--- src/rtl/audio_pkg.sv ---
// Shared definitions for the serial audio receiver and transmitter:
// default sample width, receiver state encoding and a counter-sizing helper.
package audio_pkg;

   localparam int AUDIO_WIDTH = 24;

   localparam logic [1:0] ST_IDLE  = 2'd0;
   localparam logic [1:0] ST_SYNC  = 2'd1;
   localparam logic [1:0] ST_LEFT  = 2'd2;
   localparam logic [1:0] ST_RIGHT = 2'd3;

   // Bits needed to hold the values 0..n inclusive.
   function automatic int cnt_width(input int n);
      return (n < 1) ? 1 : $clog2(n + 1);
   endfunction

endpackage

--- src/rtl/sync_edge.sv ---
// Two-flop synchroniser for an asynchronous level, plus single-clk
// rising/falling edge strobes derived from the synchronised value.
module sync_edge (
   input  logic clk,
   input  logic nReset,
   input  logic i_d,
   output logic o_q,
   output logic o_rise,
   output logic o_fall
);

   logic r_meta;
   logic r_q;
   logic r_q_d;

   always_ff @(posedge clk or negedge nReset) begin
      if (!nReset) begin
         r_meta <= 1'b0;
         r_q    <= 1'b0;
         r_q_d  <= 1'b0;
      end else begin
         r_meta <= i_d;
         r_q    <= r_meta;
         r_q_d  <= r_q;
      end
   end

   assign o_q    = r_q;
   assign o_rise = r_q & ~r_q_d;
   assign o_fall = ~r_q & r_q_d;

endmodule

--- src/rtl/adc_receiver.sv ---
// I2S / left-justified serial audio receiver oversampling sclk in the clk domain;
// emits a one-clk valid with a left/right pair one clk after the closing sclk edge.
module adc_receiver
   import audio_pkg::*;
#(
   parameter int WIDTH     = AUDIO_WIDTH,
   parameter int BIT_DELAY = 1
) (
   input  logic             clk,
   input  logic             nReset,
   input  logic             enable,
   input  logic             sclk,
   input  logic             lrclk,
   input  logic             sd,
   output logic [WIDTH-1:0] left_data,
   output logic [WIDTH-1:0] right_data,
   output logic             valid,
   output logic             overrun
);

   localparam int CNT_MAX = WIDTH + BIT_DELAY;
   localparam int CW      = cnt_width(CNT_MAX);
   localparam int NW      = cnt_width(WIDTH);
   localparam logic [CW-1:0] CNT_SAT  = CW'(CNT_MAX);
   localparam logic [CW-1:0] CNT_SKIP = CW'(BIT_DELAY);
   localparam logic [NW-1:0] NB_FULL  = NW'(WIDTH);

   logic w_sclk_q, w_sclk_rise, w_sclk_fall;
   logic w_lr_q, w_lr_rise, w_lr_fall;
   logic w_unused;

   logic r_sd_meta, r_sd_q;
   logic r_lr_prev;

   logic [1:0]       r_state;
   logic [CW-1:0]    r_cnt;
   logic [NW-1:0]    r_nbits;
   logic [WIDTH-1:0] r_shift;
   logic [WIDTH-1:0] r_hold;
   logic [WIDTH-1:0] r_left;
   logic [WIDTH-1:0] r_right;
   logic             r_valid;
   logic             r_overrun;

   logic             w_lr_s_fall, w_lr_s_rise;
   logic             w_new_ch, w_is_data, w_is_over;
   logic [CW-1:0]    w_cnt_base, w_cnt_next;
   logic [NW-1:0]    w_nbits_base, w_nbits_next;
   logic [WIDTH-1:0] w_shift_base, w_shift_next, w_word;

   sync_edge u_sync_sclk (
      .clk    (clk),
      .nReset (nReset),
      .i_d    (sclk),
      .o_q    (w_sclk_q),
      .o_rise (w_sclk_rise),
      .o_fall (w_sclk_fall)
   );

   sync_edge u_sync_lrclk (
      .clk    (clk),
      .nReset (nReset),
      .i_d    (lrclk),
      .o_q    (w_lr_q),
      .o_rise (w_lr_rise),
      .o_fall (w_lr_fall)
   );

   // Channel boundaries are judged on sclk-sampled lrclk, so the raw strobes go unused.
   assign w_unused = w_sclk_q ^ w_sclk_fall ^ w_lr_rise ^ w_lr_fall;

   // sd takes the same two-flop path as sclk, so it lines up with w_sclk_rise.
   always_ff @(posedge clk or negedge nReset) begin
      if (!nReset) begin
         r_sd_meta <= 1'b0;
         r_sd_q    <= 1'b0;
      end else begin
         r_sd_meta <= sd;
         r_sd_q    <= r_sd_meta;
      end
   end

   // Tracked even while idle so SYNC never acts on a stale lrclk sample.
   always_ff @(posedge clk or negedge nReset) begin
      if (!nReset) begin
         r_lr_prev <= 1'b0;
      end else if (w_sclk_rise) begin
         r_lr_prev <= w_lr_q;
      end
   end

   assign w_lr_s_fall = r_lr_prev & ~w_lr_q;
   assign w_lr_s_rise = ~r_lr_prev & w_lr_q;

   always_comb begin
      w_new_ch = 1'b0;
      case (r_state)
         ST_SYNC, ST_RIGHT: w_new_ch = w_lr_s_fall;
         ST_LEFT:           w_new_ch = w_lr_s_rise;
         default:           w_new_ch = 1'b0;
      endcase
   end

   // The edge that opens a channel is also its sample 0, processed from a cleared state.
   assign w_cnt_base   = w_new_ch ? '0 : r_cnt;
   assign w_nbits_base = w_new_ch ? '0 : r_nbits;
   assign w_shift_base = w_new_ch ? '0 : r_shift;

   assign w_is_data    = (w_cnt_base >= CNT_SKIP) && (w_cnt_base < CNT_SAT);
   assign w_is_over    = (w_cnt_base == CNT_SAT);
   assign w_cnt_next   = w_is_over ? w_cnt_base : w_cnt_base + CW'(1);
   assign w_nbits_next = w_is_data ? w_nbits_base + NW'(1) : w_nbits_base;
   assign w_shift_next = w_is_data ? {w_shift_base[WIDTH-2:0], r_sd_q} : w_shift_base;

   // Short channels are left-aligned with zero LSBs.
   assign w_word = r_shift << (NB_FULL - r_nbits);

   always_ff @(posedge clk or negedge nReset) begin
      if (!nReset) begin
         r_state   <= ST_IDLE;
         r_cnt     <= '0;
         r_nbits   <= '0;
         r_shift   <= '0;
         r_hold    <= '0;
         r_left    <= '0;
         r_right   <= '0;
         r_valid   <= 1'b0;
         r_overrun <= 1'b0;
      end else begin
         r_valid <= 1'b0;
         if (!enable) begin
            r_state <= ST_IDLE;
            r_cnt   <= '0;
            r_nbits <= '0;
            r_shift <= '0;
         end else begin
            case (r_state)
               ST_IDLE: begin
                  r_state <= ST_SYNC;
               end
               ST_SYNC: begin
                  if (w_sclk_rise && w_new_ch) begin
                     r_state <= ST_LEFT;
                     r_cnt   <= w_cnt_next;
                     r_nbits <= w_nbits_next;
                     r_shift <= w_shift_next;
                  end
               end
               ST_LEFT, ST_RIGHT: begin
                  if (w_sclk_rise) begin
                     r_cnt   <= w_cnt_next;
                     r_nbits <= w_nbits_next;
                     r_shift <= w_shift_next;
                     if (w_is_over) begin
                        r_overrun <= 1'b1;
                     end
                     if (w_new_ch) begin
                        if (r_state == ST_LEFT) begin
                           r_hold  <= w_word;
                           r_state <= ST_RIGHT;
                        end else begin
                           r_left  <= r_hold;
                           r_right <= w_word;
                           r_valid <= 1'b1;
                           r_state <= ST_LEFT;
                        end
                     end
                  end
               end
               default: begin
                  r_state <= ST_IDLE;
               end
            endcase
         end
      end
   end

   assign left_data  = r_left;
   assign right_data = r_right;
   assign valid      = r_valid;
   assign overrun    = r_overrun;

endmodule

--- config.mk ---
export PLATFORM = sky130hd
export DESIGN_NAME = adc_receiver
export DESIGN_NICKNAME = d
export VERILOG_FILES = /design/src/rtl/audio_pkg.sv /design/src/rtl/sync_edge.sv /design/src/rtl/adc_receiver.sv
export SDC_FILE = /design/constraint.sdc
export NUM_CORES = 1
export LEC_CHECK = 0
export BUFFER_PORTS_ARGS = -buffer_cell sky130_fd_sc_hd__buf_4
export CAP_MARGIN = 20
export CORE_MARGIN = 5
export CORE_UTILIZATION = 61
export CTS_CLUSTER_DIAMETER = 80
export DETAILED_ROUTE_END_ITERATION = 6
export HOLD_SLACK_MARGIN = 0.06
export PLACE_DENSITY = 0.93
export SLEW_MARGIN = 0
export SYNTH_ARGS = -nofsm -noshare
export SYNTH_HDL_FRONTEND = slang
export SYNTH_SLANG_ARGS = --single-unit
--- constraint.sdc ---
create_clock -name clk -period 6.2 [get_ports clk]
set_input_delay 0.31 -clock clk [delete_from_list [all_inputs] [get_ports clk]]
set_output_delay 0.31 -clock clk [all_outputs]
set_load 0.02 [all_outputs]
==> impl_metrics.csv, run 1 <==
group,metric,value,unit
global_routing,grt_use_total,26.7,%
floorplan,die_area,0.0122,mm2
sta,hold_viol,0,
worst_setup_path,critPathLaunchType,"register",
logic_synthesis,synth_top_area_cell,"dfrtp_1",
sta,worst_slew_pin_slew,1.02,ns
routing,viasPerCell,6.37,
power_and_ir_drop,seqPwrFrac,46.5,%
sta,min_period,4.55,ns
routing,wl,15100,um
worst_setup_path,required,6.60,ns
logic_synthesis,synth_cell_types,64,
logic_synthesis,syn_area,0.00613,mm2
worst_setup_path,crit_type,"reg -> reg",
layout,nets,630,
sta,slew_violations,0,
power_and_ir_drop,power_frac_comb,2.4,%
layout,n_fill_cell,637,
clock_tree,cts_resized,0,
logic_synthesis,synth.avg_cell_area,10.7,um2
power_and_ir_drop,p_int,1.28,mW
worst_setup_path,worstPathArrival,4.96,ns
clock_tree,clockBufferDepth,2,
global_routing,antenna_found_initial,0,
sta,max-slew-margin-rel,32.2,%
placed_design,dpl.cell_count,730,
layout,fin_cells,766,
routing,drt_iter0_drc,442,
sta,skew,0.00834,ns
placed_design,placed_area,0.00655,mm2
floorplan,die_w,110,um
routing,drtPass1Iterations,6,
logic_synthesis,seq_area_frac_synth,48.1,%
clock_tree,clock-sinks,118,
logic_synthesis,synth.most_common_cell,"nand2_1",
logic_synthesis,yosys_most_used_dff,"dfrtp_1",
floorplan,start_util,62.8,%
placed_design,gp_congestion,0.951,
clock_tree,htree_levels,4,
power_and_ir_drop,p_per_area,235,mW/mm2
sta,fin_setup_tns,0,ns
power_and_ir_drop,vdd_drop_max,0.157,mV
global_routing,top_usage_layer,"met2",
global_routing,grt_max_degree,64,
status,outcome,"complete, no violations",
clock_tree,numCtsBuffers,17,
logic_synthesis,yosys-top-cells-count,"nand2_1, dfrtp_1, o21ai_0, mux2i_1, a22o_1",
worst_setup_path,end_kind,"register",
routing,wire_per_inst,19.7,um
sta,fmax,0.220,GHz
logic_synthesis,synth_warnings,0,
power_and_ir_drop,p_sw,0.398,mW
power_and_ir_drop,clkPwrFrac,51.0,%
floorplan,boundaryPins,56,
worst_setup_path,slowest_delay,1.01,ns
global_routing,met1_usage,36.9,%
clock_tree,cts.clk_slew.worst_paths,0.06,ns
global_routing,grt_pass1_vias,4641,
global_routing,grt_use_met2,41.6,%
worst_hold_path,hold_path.class,"in -> reg",
logic_synthesis,async_reset_ff_share,100,%
layout,area_growth,15.9,%
layout,final_layout_size_suffix_gt1_share,22.3,%
power_and_ir_drop,power_leakage,3.25,nW
floorplan,core_area,0.00977,mm2
worst_setup_path,crit_slowest_cell,"dfrtp_1",
logic_synthesis,syn_nets,582,
logic_synthesis,synth-edff-count,0,
logic_synthesis,synth_seq_cells,118,
clock_tree,clk-insertion-delay-late,0.52,ns
global_routing,grt-ovfl-total,0,
sta,grt_setup_unrepaired,"false",
placed_design,portBuffers,55,
logic_synthesis,synth_top_area_share,48.1,%
worst_setup_path,critPathMaxFanout,27,
job,maxCapViolCount,0,
clock_tree,cts_root_buf,"clkbuf_8",
layout,antennaDiodeCount,0,
floorplan,rows,36,
routing,via_count,4880,
sta,fin_crit_sh,73.5,%
layout,final_area,0.00711,mm2
global_routing,grt_pass1_wl,24600,um
sta,setup_viol,0,
logic_synthesis,syn_inst,572,
floorplan,die_h,110,um
global_routing,met3_usage,5.13,%
placed_design,dp_hpwl,10200,um
logic_synthesis,synthTopCellsByArea,"dfrtp_1, nand2_1, mux4_2, mux2i_1, a22o_1",
worst_setup_path,crit_chain,"clkinv_1, ha_1, buf_4, mux2i_1, nand2_1, a311oi_1, a211oi_1, mux2_2",
power_and_ir_drop,p_sw_share,23.8,%
power_and_ir_drop,p_total,1.67,mW
sta,fin_hold_ws,0.112,ns
routing,drc,0,
clock_tree,cts_tree,"done",
routing,ant_nets,0,
[final cells by class]
cell class | instances | area (um2) | share of cell area [%]
Clock buffer | 17 | 414 | 5.83
Multi-Input combinational cell | 406 | 2920 | 41.0
Timing Repair Buffer | 67 | 513 | 7.22
Tap cell | 133 | 166 | 2.34
Sequential cell | 118 | 2950 | 41.5
Inverter | 10 | 37.5 | 0.528
Clock inverter | 15 | 108 | 1.51
[worst paths after layout]
kind / endpoint / from / slack, ns / depth (start not counted)
setup / recovery: right_data[13] / r_nbits[0] / 1.65 / 8
hold / removal: r_state[0] / enable / 0.11 / 2
setup reg to reg: right_data[13] / r_nbits[0] / 1.65 / 8
hold reg to reg: u_sync_lrclk.o_q / u_sync_lrclk.r_meta / 0.36 / 0
max in group asynchronous: left_data[17] / nReset / 4.59 / 3
min in group asynchronous: u_sync_sclk.r_q_d / nReset / 0.37 / 2
[stage by stage]
step                util (%)  worst slack (ns)
finish                  72.7              1.65
global route            72.7              1.27
CTS                     72.7              1.70
detailed placement      67.0              1.73
global placement        66.9              1.88
floorplan                  -              3.39
[placed cells by master, fill, tap and decap left out, types with 6 or more instances in the layout]
| master | n |
|---|---|
| dfrtp_1 | 118 |
| mux2_2 | 19 |
| inv_1 | 8 |
| o21ai_0 | 36 |
| a22o_1 | 25 |
| nor2b_1 | 6 |
| mux4_2 | 16 |
| mux2i_1 | 30 |
| nor2_1 | 13 |
| nand3_1 | 6 |
| and2_1 | 6 |
| nor3_1 | 11 |
| buf_4 | 63 |
| nand2_1 | 130 |
| clkbuf_16 | 16 |
| a21oi_1 | 10 |
| a21o_1 | 6 |
| o31ai_1 | 7 |
[flip-flops by register name (all words and copies together) (netlist names), 2 cells and up]
| signal | cells |
|---|---|
| left_data | 24 |
| r_cnt | 5 |
| right_data | 24 |
| r_hold | 24 |
| r_state | 2 |
| r_nbits | 5 |
| r_shift | 24 |
[layer usage]
layer	share of wire (%)	wire [um]
met2	48	7210
met4	2.6	397
met3	6.8	1030
met5	0	0
met1	43	6470
[timing repair]
action                    in CTS  in global routing
hold buffers                   4                  0
hold endpoints to repair      58                  0
buffers inserted               0                  0
[power groups by stage]
stage	logic [mW]	registers, mW	clock network (mW)
3_3_place_gp	0.0364	0.792	0
6_report	0.0403	0.779	0.854
2_1_floorplan	0.0185	0.791	0
5_1_grt	0.0457	0.779	0.907
4_1_cts	0.0410	0.779	0.862
3_5_place_dp	0.0382	0.792	0
[worst max-delay path, delay by kind of cell, from the launching register on]
family,cells,cell delay (ns)
DFF,1,1.01
buffers and inverters,2,1.18
and+or+nand+nor,1,0.15
adders and majority gates,1,0.78
AOI/OAI and AO/OA,2,0.48
muxes,2,0.83
[cells by family after synthesis]
kind of cell,after synthesis,synth area share [%]
simple gates,196,14.4
compound gates,131,15.4
flops,118,48.1
mux,69,16.0
buf+inv,48,4.43
xor+xnor,6,0.857
fa+ha+maj,4,0.816
No activity file was read; power rests on OpenSTA's default activity.
==> run 2: changes to the inputs <==
- CORE_UTILIZATION: 61 -> 60
- PLACE_DENSITY: 0.93 -> 0.91
- clock period: 6.2 -> 4.6 ns (I/O delays scaled with it)
==> impl_metrics.csv, run 2 (synthesized netlist as in run 1, its figures left out) <==
group,metric,value,unit
worst_setup_path,crit_slowest_cell,"ha_1",
routing,drtPass1Iterations,5,
sta,setup_viol,0,
worst_setup_path,crit_type,"reg -> reg",
worst_setup_path,critPathMaxFanout,27,
layout,area_growth,17.3,%
clock_tree,cts.clk_slew.worst_paths,0.06,ns
floorplan,boundaryPins,56,
routing,wl,15800,um
clock_tree,clockBufferDepth,2,
power_and_ir_drop,p_sw,0.514,mW
placed_design,dpl.cell_count,736,
routing,drt_iter0_drc,627,
global_routing,grt_pass1_vias,4926,
worst_setup_path,crit_chain,"buf_4, clkinv_1, ha_1, buf_4, mux2i_1, mux2_2, mux2i_1, a221oi_1, o21ai_0",
routing,viasPerCell,6.40,
clock_tree,ctsHoldBuffers,5,
routing,via_count,4948,
worst_setup_path,cp_num_buf_inv,3,
sta,max-slew-margin-rel,40.1,%
sta,min_period,3.34,ns
worst_hold_path,hold_path.class,"in -> async",
floorplan,die_area,0.0123,mm2
job,maxCapViolCount,0,
floorplan,start_util,60.5,%
worst_setup_path,slowest_delay,0.62,ns
sta,skew,0.00603,ns
routing,drc,0,
sta,slew_violations,0,
power_and_ir_drop,vdd_drop_max,0.219,mV
power_and_ir_drop,seqPwrFrac,44.3,%
power_and_ir_drop,p_int,1.86,mW
floorplan,die_h,111,um
clock_tree,htree_levels,4,
sta,hold_viol,0,
clock_tree,cts_resized,0,
layout,multi_input_area,0.00292,mm2
clock_tree,numCtsBuffers,17,
worst_setup_path,end_kind,"register",
floorplan,rows,37,
worst_setup_path,required,4.97,ns
worst_setup_path,critPathLaunchType,"register",
placed_design,dp_hpwl,10700,um
layout,n_fill_cell,668,
layout,final_area,0.00720,mm2
layout,layout_common_cells,"nand2_1, dfrtp_1, buf_4, o21ai_0, mux2i_1",
floorplan,die_w,111,um
sta,worst_slew_pin_slew,0.898,ns
layout,final_layout_size_suffix_gt1_share,22.4,%
placed_design,portBuffers,55,
power_and_ir_drop,power_leakage,3.29,nW
power_and_ir_drop,power_frac_comb,2.4,%
global_routing,antenna_found_initial,0,
clock_tree,clk-insertion-delay-late,0.51,ns
clock_tree,cts_tree,"done",
power_and_ir_drop,clkPwrFrac,53.3,%
power_and_ir_drop,p_per_area,329,mW/mm2
clock_tree,clock-sinks,118,
sta,grt_setup_unrepaired,"false",
global_routing,grt-ovfl-total,0,
layout,nets,634,
layout,fin_cells,773,
global_routing,grt_pass1_wl,26000,um
worst_setup_path,worstPathArrival,3.71,ns
sta,fmax,0.299,GHz
placed_design,gp_congestion,0.947,
routing,ant_nets,0,
worst_setup_path,critical-path-top-delay-family,"buffers and inverters",
global_routing,grt_max_degree,61,
sta,fin_crit_sh,72.6,%
power_and_ir_drop,p_sw_share,21.7,%
sta,fin_setup_tns,0,ns
clock_tree,cts_root_buf,"clkbuf_8",
layout,mostFrequentLayoutCell,"nand2_1",
floorplan,core_area,0.0101,mm2
global_routing,grt_use_total,26.3,%
placed_design,placed_area,0.00657,mm2
routing,wire_per_inst,20.4,um
layout,antennaDiodeCount,0,
layout,ff_latch_area,0.00295,mm2
clock_tree,post_cts_buffers,0,
status,outcome,"complete, no violations",
## run 2: cell count changes in the layout (fill, tap and decap cells not counted), sizes merged
cell	previous run	this run
buf	63	66
dlygate4sd3	4	5
clkinv	10	7
clkbuf	17	20
bufinv	0	2
inv	11	9
## run 2: final timing paths
path                             from             end  slack, ns  cells past startpoint
hold reg to reg             r_sd_meta          r_sd_q       0.35                      0
setup reg to reg           r_nbits[0]  right_data[19]       1.26                      9
hold / removal                 nReset           valid       0.32                      2
setup / recovery           r_nbits[0]  right_data[19]       1.26                      9
min in group clk            r_sd_meta          r_sd_q       0.35                      0
max in group asynchronous      nReset      r_hold[20]       3.05                      3
## run 2: layer usage
layer	up-vias	wire length, um	track usage, %
li1	2190	-	-
met1	2447	6390	34.8
met2	269	7740	42.9
met3	42	1250	5.51
met4	0	419	10.2
met5	-	0	0
## run 2: through the flow
step                total power [mW]  hold slack, ns  utilization [%]  setup WS (ns)
global route                    2.44           0.366             71.0           1.00
floorplan                       1.09         -0.0656                -           1.79
global placement                1.12           0.328             64.8           1.37
finish                          2.37           0.321             71.0           1.26
CTS                             2.38           0.342             71.0           1.30
detailed placement              1.12           0.337             64.8           1.36
## run 2: cell type report
class / instances / area share [%]
inverter: 10 / 0.522
clock inverter: 12 / 1.77
sequential: 118 / 41.0
multi-input combinational: 406 / 40.5
tap: 136 / 2.36
clock buffer: 20 / 6.19
timing repair buffer: 71 / 7.58
## run 2: power by group through the flow
stage / clock network, mW / registers, mW / logic, mW
2_1_floorplan: 0 / 1.07 / 0.0249
3_3_place_gp: 0 / 1.07 / 0.0501
3_5_place_dp: 0 / 1.07 / 0.0524
4_1_cts: 1.28 / 1.05 / 0.0567
5_1_grt: 1.33 / 1.05 / 0.0638
6_report: 1.26 / 1.05 / 0.0564
